## src/rtl/z80_arb_pkg.sv

```systemverilog
// Shared types for the z80 / host RAM bus arbiter.
// Optional REQ timeout is enabled with Z80_ARB_TIMEOUT_EN.
package z80_arb_pkg;

    localparam int ARB_CNT_W = 4;

    typedef enum logic [2:0] {
        IDLE,
        REQ,
        OWN,
        ACCESS,
        REL
    } arb_state_t;

endpackage

```

## src/rtl/z80_bus_arbiter_counter.sv

```systemverilog
// Loadable down-counter with zero flag, used for access and timeout timing.
module arb_down_counter #(
    parameter int W = 4
) (
    input  logic         clk_i,
    input  logic         rst_i,
    input  logic         load_i,
    input  logic [W-1:0] load_val_i,
    input  logic         dec_i,
    output logic         zero_o
);

    logic [W-1:0] cnt_q;
    logic [W-1:0] cnt_d;

    always_comb begin
        cnt_d = cnt_q;
        if (load_i) begin
            cnt_d = load_val_i;
        end else if (dec_i) begin
            cnt_d = cnt_q - W'(1);
        end
    end

    always_ff @(posedge clk_i) begin
        if (rst_i) begin
            cnt_q <= '0;
        end else begin
            cnt_q <= cnt_d;
        end
    end

    assign zero_o = (cnt_q == '0);

endmodule

```

## src/rtl/z80_bus_arbiter.sv

```systemverilog
// Shares the RAM port between the z80 core and a host port via BUSRQ/BUSAK.
// Define Z80_ARB_TIMEOUT_EN to bound the wait for BUSAK.
module z80_bus_arbiter
    import z80_arb_pkg::*;
#(
    parameter int ACCESS_CYCLES  = 4,
    parameter int TIMEOUT_CYCLES = 1024
) (
    input  logic        eclk,
    input  logic        ereset,
    input  logic        host_req,
    input  logic        host_we,
    input  logic [15:0] host_addr,
    input  logic [7:0]  host_wdata,
    input  logic        host_last,
    output logic [7:0]  host_rdata,
    output logic        host_ack,
    output logic        host_err,
    output logic        host_owns,
    output logic        _busrq,
    input  logic        _busak,
    input  logic [15:0] cpu_ab,
    input  logic [7:0]  cpu_db_o,
    input  logic        cpu_wr_n,
    output logic [15:0] ram_ab,
    output logic [7:0]  ram_din,
    output logic        ram_wr_n,
    input  logic [7:0]  ram_dout
);

    if (ACCESS_CYCLES < 2 || ACCESS_CYCLES > 15 || TIMEOUT_CYCLES < 1) begin : g_bad_param
        $error("z80_bus_arbiter: parameter out of range");
    end

    localparam logic [ARB_CNT_W-1:0] ACC_LOAD = ARB_CNT_W'(ACCESS_CYCLES - 1);

    arb_state_t  state_q;
    logic        busrq_q;
    logic        owns_q;
    logic        ack_q;
    logic        pend_q;
    logic        we_q;
    logic        last_q;
    logic [15:0] addr_q;
    logic [7:0]  wdata_q;
    logic [7:0]  rdata_q;

    logic acc_load;
    logic acc_dec;
    logic acc_zero;
    logic host_wr_n;

    // pend_q lets OWN finish an accepted access even if host_req was dropped.
    assign acc_load = (state_q == OWN) && (host_req || pend_q);
    assign acc_dec  = (state_q == ACCESS) && !acc_zero;

    arb_down_counter #(
        .W(ARB_CNT_W)
    ) u_acc_cnt (
        .clk_i     (eclk),
        .rst_i     (ereset),
        .load_i    (acc_load),
        .load_val_i(ACC_LOAD),
        .dec_i     (acc_dec),
        .zero_o    (acc_zero)
    );

`ifdef Z80_ARB_TIMEOUT_EN
    localparam int TO_W = $clog2(TIMEOUT_CYCLES + 1);
    localparam logic [TO_W-1:0] TO_LOAD = TO_W'(TIMEOUT_CYCLES - 1);

    logic to_load;
    logic to_dec;
    logic to_zero;
    logic err_q;

    assign to_load = (state_q == IDLE) && host_req;
    assign to_dec  = (state_q == REQ) && _busak && !to_zero;

    arb_down_counter #(
        .W(TO_W)
    ) u_to_cnt (
        .clk_i     (eclk),
        .rst_i     (ereset),
        .load_i    (to_load),
        .load_val_i(TO_LOAD),
        .dec_i     (to_dec),
        .zero_o    (to_zero)
    );

    assign host_err = err_q;
`else
    assign host_err = 1'b0;
`endif

    always_ff @(posedge eclk) begin
        if (ereset) begin
            state_q <= IDLE;
            busrq_q <= 1'b1;
            owns_q  <= 1'b0;
            ack_q   <= 1'b0;
            pend_q  <= 1'b0;
            we_q    <= 1'b0;
            last_q  <= 1'b0;
            addr_q  <= '0;
            wdata_q <= '0;
            rdata_q <= '0;
`ifdef Z80_ARB_TIMEOUT_EN
            err_q   <= 1'b0;
`endif
        end else begin
            ack_q <= 1'b0;
`ifdef Z80_ARB_TIMEOUT_EN
            err_q <= 1'b0;
`endif
            case (state_q)
                IDLE: begin
                    if (host_req) begin
                        state_q <= REQ;
                        busrq_q <= 1'b0;
                        pend_q  <= 1'b1;
                        we_q    <= host_we;
                        last_q  <= host_last;
                        addr_q  <= host_addr;
                        wdata_q <= host_wdata;
                    end
                end
                REQ: begin
                    if (!_busak) begin
                        state_q <= OWN;
                        owns_q  <= 1'b1;
`ifdef Z80_ARB_TIMEOUT_EN
                    end else if (to_zero) begin
                        state_q <= REL;
                        busrq_q <= 1'b1;
                        pend_q  <= 1'b0;
                        ack_q   <= 1'b1;
                        err_q   <= 1'b1;
                        rdata_q <= '0;
`endif
                    end
                end
                OWN: begin
                    if (acc_load) begin
                        state_q <= ACCESS;
                        pend_q  <= 1'b0;
                        if (host_req) begin
                            we_q    <= host_we;
                            last_q  <= host_last;
                            addr_q  <= host_addr;
                            wdata_q <= host_wdata;
                        end
                    end
                end
                ACCESS: begin
                    if (acc_zero) begin
                        ack_q <= 1'b1;
                        if (!we_q) begin
                            rdata_q <= ram_dout;
                        end
                        if (last_q) begin
                            state_q <= REL;
                            busrq_q <= 1'b1;
                            owns_q  <= 1'b0;
                        end else begin
                            state_q <= OWN;
                        end
                    end
                end
                REL: begin
                    if (_busak) begin
                        state_q <= IDLE;
                    end
                end
                default: begin
                    state_q <= IDLE;
                end
            endcase
        end
    end

    // Last ACCESS cycle keeps the strobe high so the address is held.
    assign host_wr_n = !((state_q == ACCESS) && we_q && !acc_zero);

    assign ram_ab   = owns_q ? addr_q    : cpu_ab;
    assign ram_din  = owns_q ? wdata_q   : cpu_db_o;
    assign ram_wr_n = owns_q ? host_wr_n : cpu_wr_n;

    assign host_rdata = rdata_q;
    assign host_ack   = ack_q;
    assign host_owns  = owns_q;
    assign _busrq     = busrq_q;

endmodule

```

## config.mk

```make
export PLATFORM = sky130hd
export DESIGN_NAME = z80_bus_arbiter
export DESIGN_NICKNAME = d
export VERILOG_FILES = /design/src/rtl/z80_arb_pkg.sv /design/src/rtl/z80_bus_arbiter_counter.sv /design/src/rtl/z80_bus_arbiter.sv
export SDC_FILE = /design/constraint.sdc
export NUM_CORES = 1
export LEC_CHECK = 0
export ABC_AREA = 1
export CAP_MARGIN = 20
export CORE_ASPECT_RATIO = 1.1
export CORE_UTILIZATION = 23
export DETAILED_ROUTE_END_ITERATION = 16
export HOLD_SLACK_MARGIN = 0.12
export MAX_ROUTING_LAYER = met4
export PLACE_DENSITY = 0.61
export SLEW_MARGIN = 20
export SYNTH_ARGS = -nofsm -noshare
export SYNTH_HDL_FRONTEND = slang
export SYNTH_SLANG_ARGS = --single-unit
```

## constraint.sdc

```tcl
create_clock -name eclk -period 2.15 [get_ports eclk]
set_input_delay 0.43 -clock eclk [delete_from_list [all_inputs] [get_ports eclk]]
set_output_delay 0.43 -clock eclk [all_outputs]
set_load 0.01 [all_outputs]
```

==> qor.yml <==
place:
  numPortBuffers: 98
  place_hpwl_mm: 4.19
  placed_cell_area_um2: 3210
  gp_routability_congestion: 0.827
  placement.setup.worst_slack_ns: 0.0748
global_routing:
  grt_overflow: 0
  grt_use_met2_pct: 21.5
  globalRouteMet1Util_pct: 14.7
  grtUsageMet3_pct: 2.93
  grt_most_used_layer: "met2"
  globalRouteTotalUtil_pct: 12.6
  antenna_found_initial: 0
  grt_pass1_wl_mm: 9.34
  grt_pass1_vias: 2110
  grt_start_max_net_pins: 28
cells_and_area:
  layout_common_cells: "97 x clkdlybuf4s50_1, 83 x nand2_1, 82 x nor2_1"
  antenna-diode-count: 0
  drive_gt1_share_pct: 8.27
  nFillCells: 963
  layout-area-overhead-vs-synth_pct: 59.3
  most_common_cell_after_layout_fill_and_taps_aside: "clkdlybuf4s50_1"
  design_area_um2: 3310
  final_net_count: 475
cts:
  cts_htree_levels: 2
  worstSkewPairLatency_ns: 0.29
  clockRootBuffer: "clkbuf_8"
  tritoncts_num_sinks: 45
  cts_post_setup_buffers_inserted: 0
  cts_made_buffers: 5
  cts_clock_pin_slew_for_the_worst_setup_and_hold_paths_ns: 0.08
  cts_tree: "yes"
  clock_tree.buffer_depth: 2
power_and_ir_drop:
  switchingPower_w: 0.00109
  seq_power_share_pct: 36.7
  total_leakage_power_nw: 1.43
  power_frac_comb_pct: 46.2
  vdd.ir_drop.worst_uv: 362
  power.density_cell_area_nw_per_um2: 922
  share_clk_of_total_power_pct: 17.2
  power_switching_share_pct: 35.6
  overall_power_of_the_completed_layout_w: 0.00305
  cell_internal_pwr_w: 0.00197
critical_path:
  timing.critical_path.fanout_max: 6
  crit_path_start_kind: "flip-flop"
  critical_path.reg2reg.startpoint: "u_acc_cnt.cnt_q[1]"
  timing.critical_path.required_ns: 1.72
  timing.critical_path.from: "u_acc_cnt.cnt_q[1]"
  worstSetupEndpointType: "primary output"
  arrival_worst_endpoint_ns: 1.56
  path_class: "reg2out"
floorplan:
  die_area_um2: 9430
  io-pin-count: 100
  row_count: 36
  core_area_um2: 8830
  die_height_um: 102
  effective_utilization_at_floorplan_pct: 23.6
  die_w_um: 92.7
yosys:
  synth_area_leader_cell: "dfxtp_1"
  synthesized_instance_count: 313
  synth_cell_types: 26
  netlist_area_before_placement_um2: 2080
  syn-mean-instance-area_um2: 6.65
  synth.area.top_cells: "dfxtp_1 43%, nand2_1 15%, nor2_1 15%, o21ai_0 8.4%, inv_1 2.3%"
  sequential_fraction_of_the_synthesis_area_pct: 43.3
  synth_fp_nets: 377
  ys_seq_elements: 45
  yosys_warnings: 0
  synthArstFlopShare_pct: 0
  postSynth.topFlopCell: "dfxtp_1"
  yosysTopAreaCellShare_pct: 43.3
  synth_enable_flop_cells: 0
route:
  remaining_drc_errors: 0
  routed-via-count: 2195
  iteration_0_drc_markers: 68
  antenna_left: 0
  first_pass_iters: 4
  wl_mm: 5.62
  wl_per_cell_um: 10.7
  avgViaCountPerCell: 4.18
status:
  status: "completed"
sta:
  final_hold_viol_count: 0
  fmax_ghz: 0.502
  worst_clock_skew_ns: 0.00592
  setup_viol: 0
  post-route-min-period_ns: 1.99
  final.setup.worst_slack_ns: 0.158
  fin_tns_setup_ns: 0
  final-max-slew-violation-count: 0
  rsz0062_at_grt: "false"
  timing.final.crit_share_pct: 92.6
min_path:
  min-delay-start: "_busrq"
  min_path_type: "reg2reg"
flow_run:
  drv.max_cap_violation_count: 0
state kept, by name, summed over array words and instances (netlist names):
| name | flops |
|---|---|
| addr_q | 16 |
| host_rdata | 8 |
| wdata_q | 8 |
| u_acc_cnt.cnt_q | 4 |
| state_q | 3 |
| _busrq | 1 |
| host_ack | 1 |
| host_owns | 1 |
| last_q | 1 |
| pend_q | 1 |
| we_q | 1 |
final timing paths:
| check | to | slack [ns] | cells after the start |
|---|---|---|---|
| setup / recovery | ram_wr_n | 0.16 | 9 |
| hold / removal | _busrq | 0.46 | 2 |
| setup reg to reg | state_q[1] | 0.84 | 9 |
| hold reg to reg | _busrq | 0.46 | 2 |
power by group through the flow:
| stage | registers, W | logic, W | clock network [W] |
|---|---|---|---|
| floorplan | 0.00113 | 0.000754 | 0 |
| global placement | 0.00113 | 0.00137 | 0 |
| detailed placement | 0.00113 | 0.00140 | 0 |
| CTS | 0.00111 | 0.00140 | 0.000556 |
| global route | 0.00114 | 0.00158 | 0.000580 |
| finish | 0.00112 | 0.00141 | 0.000524 |
cell usage after synthesis (2+ instances only):
master and n:
nand4_1 3, o211a_1 2, nor2_2 2, nand3_2 2
a21oi_1 5, nand3_1 6, buf_4 3, o21ai_0 35
buf_2 4, dfxtp_1 45, o21ai_1 4, nand2_4 2
clkbuf_1 6, nor2_1 82, clkinv_2 2, nand2_1 84
inv_1 13, inv_2 3, nand2_2 3
cell families after synthesis:
kind of cell | count (synthesis) | synth area share (%)
buf+inv | 32 | 7.04
compound gates | 48 | 12.2
flops | 45 | 43.3
fa+ha+maj | 1 | 0.601
simple gates | 186 | 36.7
other cells | 1 | 0.180
routing by layer:
| metal | vias up | part of all wire [%] |
|---|---|---|
| met1 | 942 | 46 |
| met4 | 0 | 0.75 |
| li1 | 1176 | - |
| met5 | - | 0 |
| met3 | 4 | 7.0 |
| met2 | 73 | 47 |
area by class of cell:
class	instances	area (µm²)	share of cell area [%]
repair buffers	105	1060	32.0
multi-input cells	236	1050	31.6
flip-flops and latches	45	905	27.3
well taps	114	143	4.30
clock buffers	7	86.3	2.60
inverters	18	70.1	2.11
stage by stage:
stage	hold slack [ns]	std cells	utilization, %
final	0.464	525	37.5
after detailed placement	0.450	518	36.3
after floorplan	0.448	313	-
after global routing	0.503	525	37.5
after CTS	0.470	525	37.3
after global placement	0.445	518	36.3
worst max-delay path, cell delays in order (launching register included):
cell and delay, ns:
dfxtp_2 0.33, inv_1 0.10, ha_4 0.16, nand2_2 0.08, nand2_4 0.07, clkinv_2 0.08, nand3_1 0.07, o21ai_0 0.08
inv_1 0.06, clkdlybuf4s15_1 0.23
what timing repair did:
item                                    4_1_cts  5_1_grt
hold buffers                                  0        0
endpoints found under the setup margin        1        3
gates resized for setup                       2        8
pin swaps                                     0        1
Note: power is estimated with default switching activity, not from simulation.
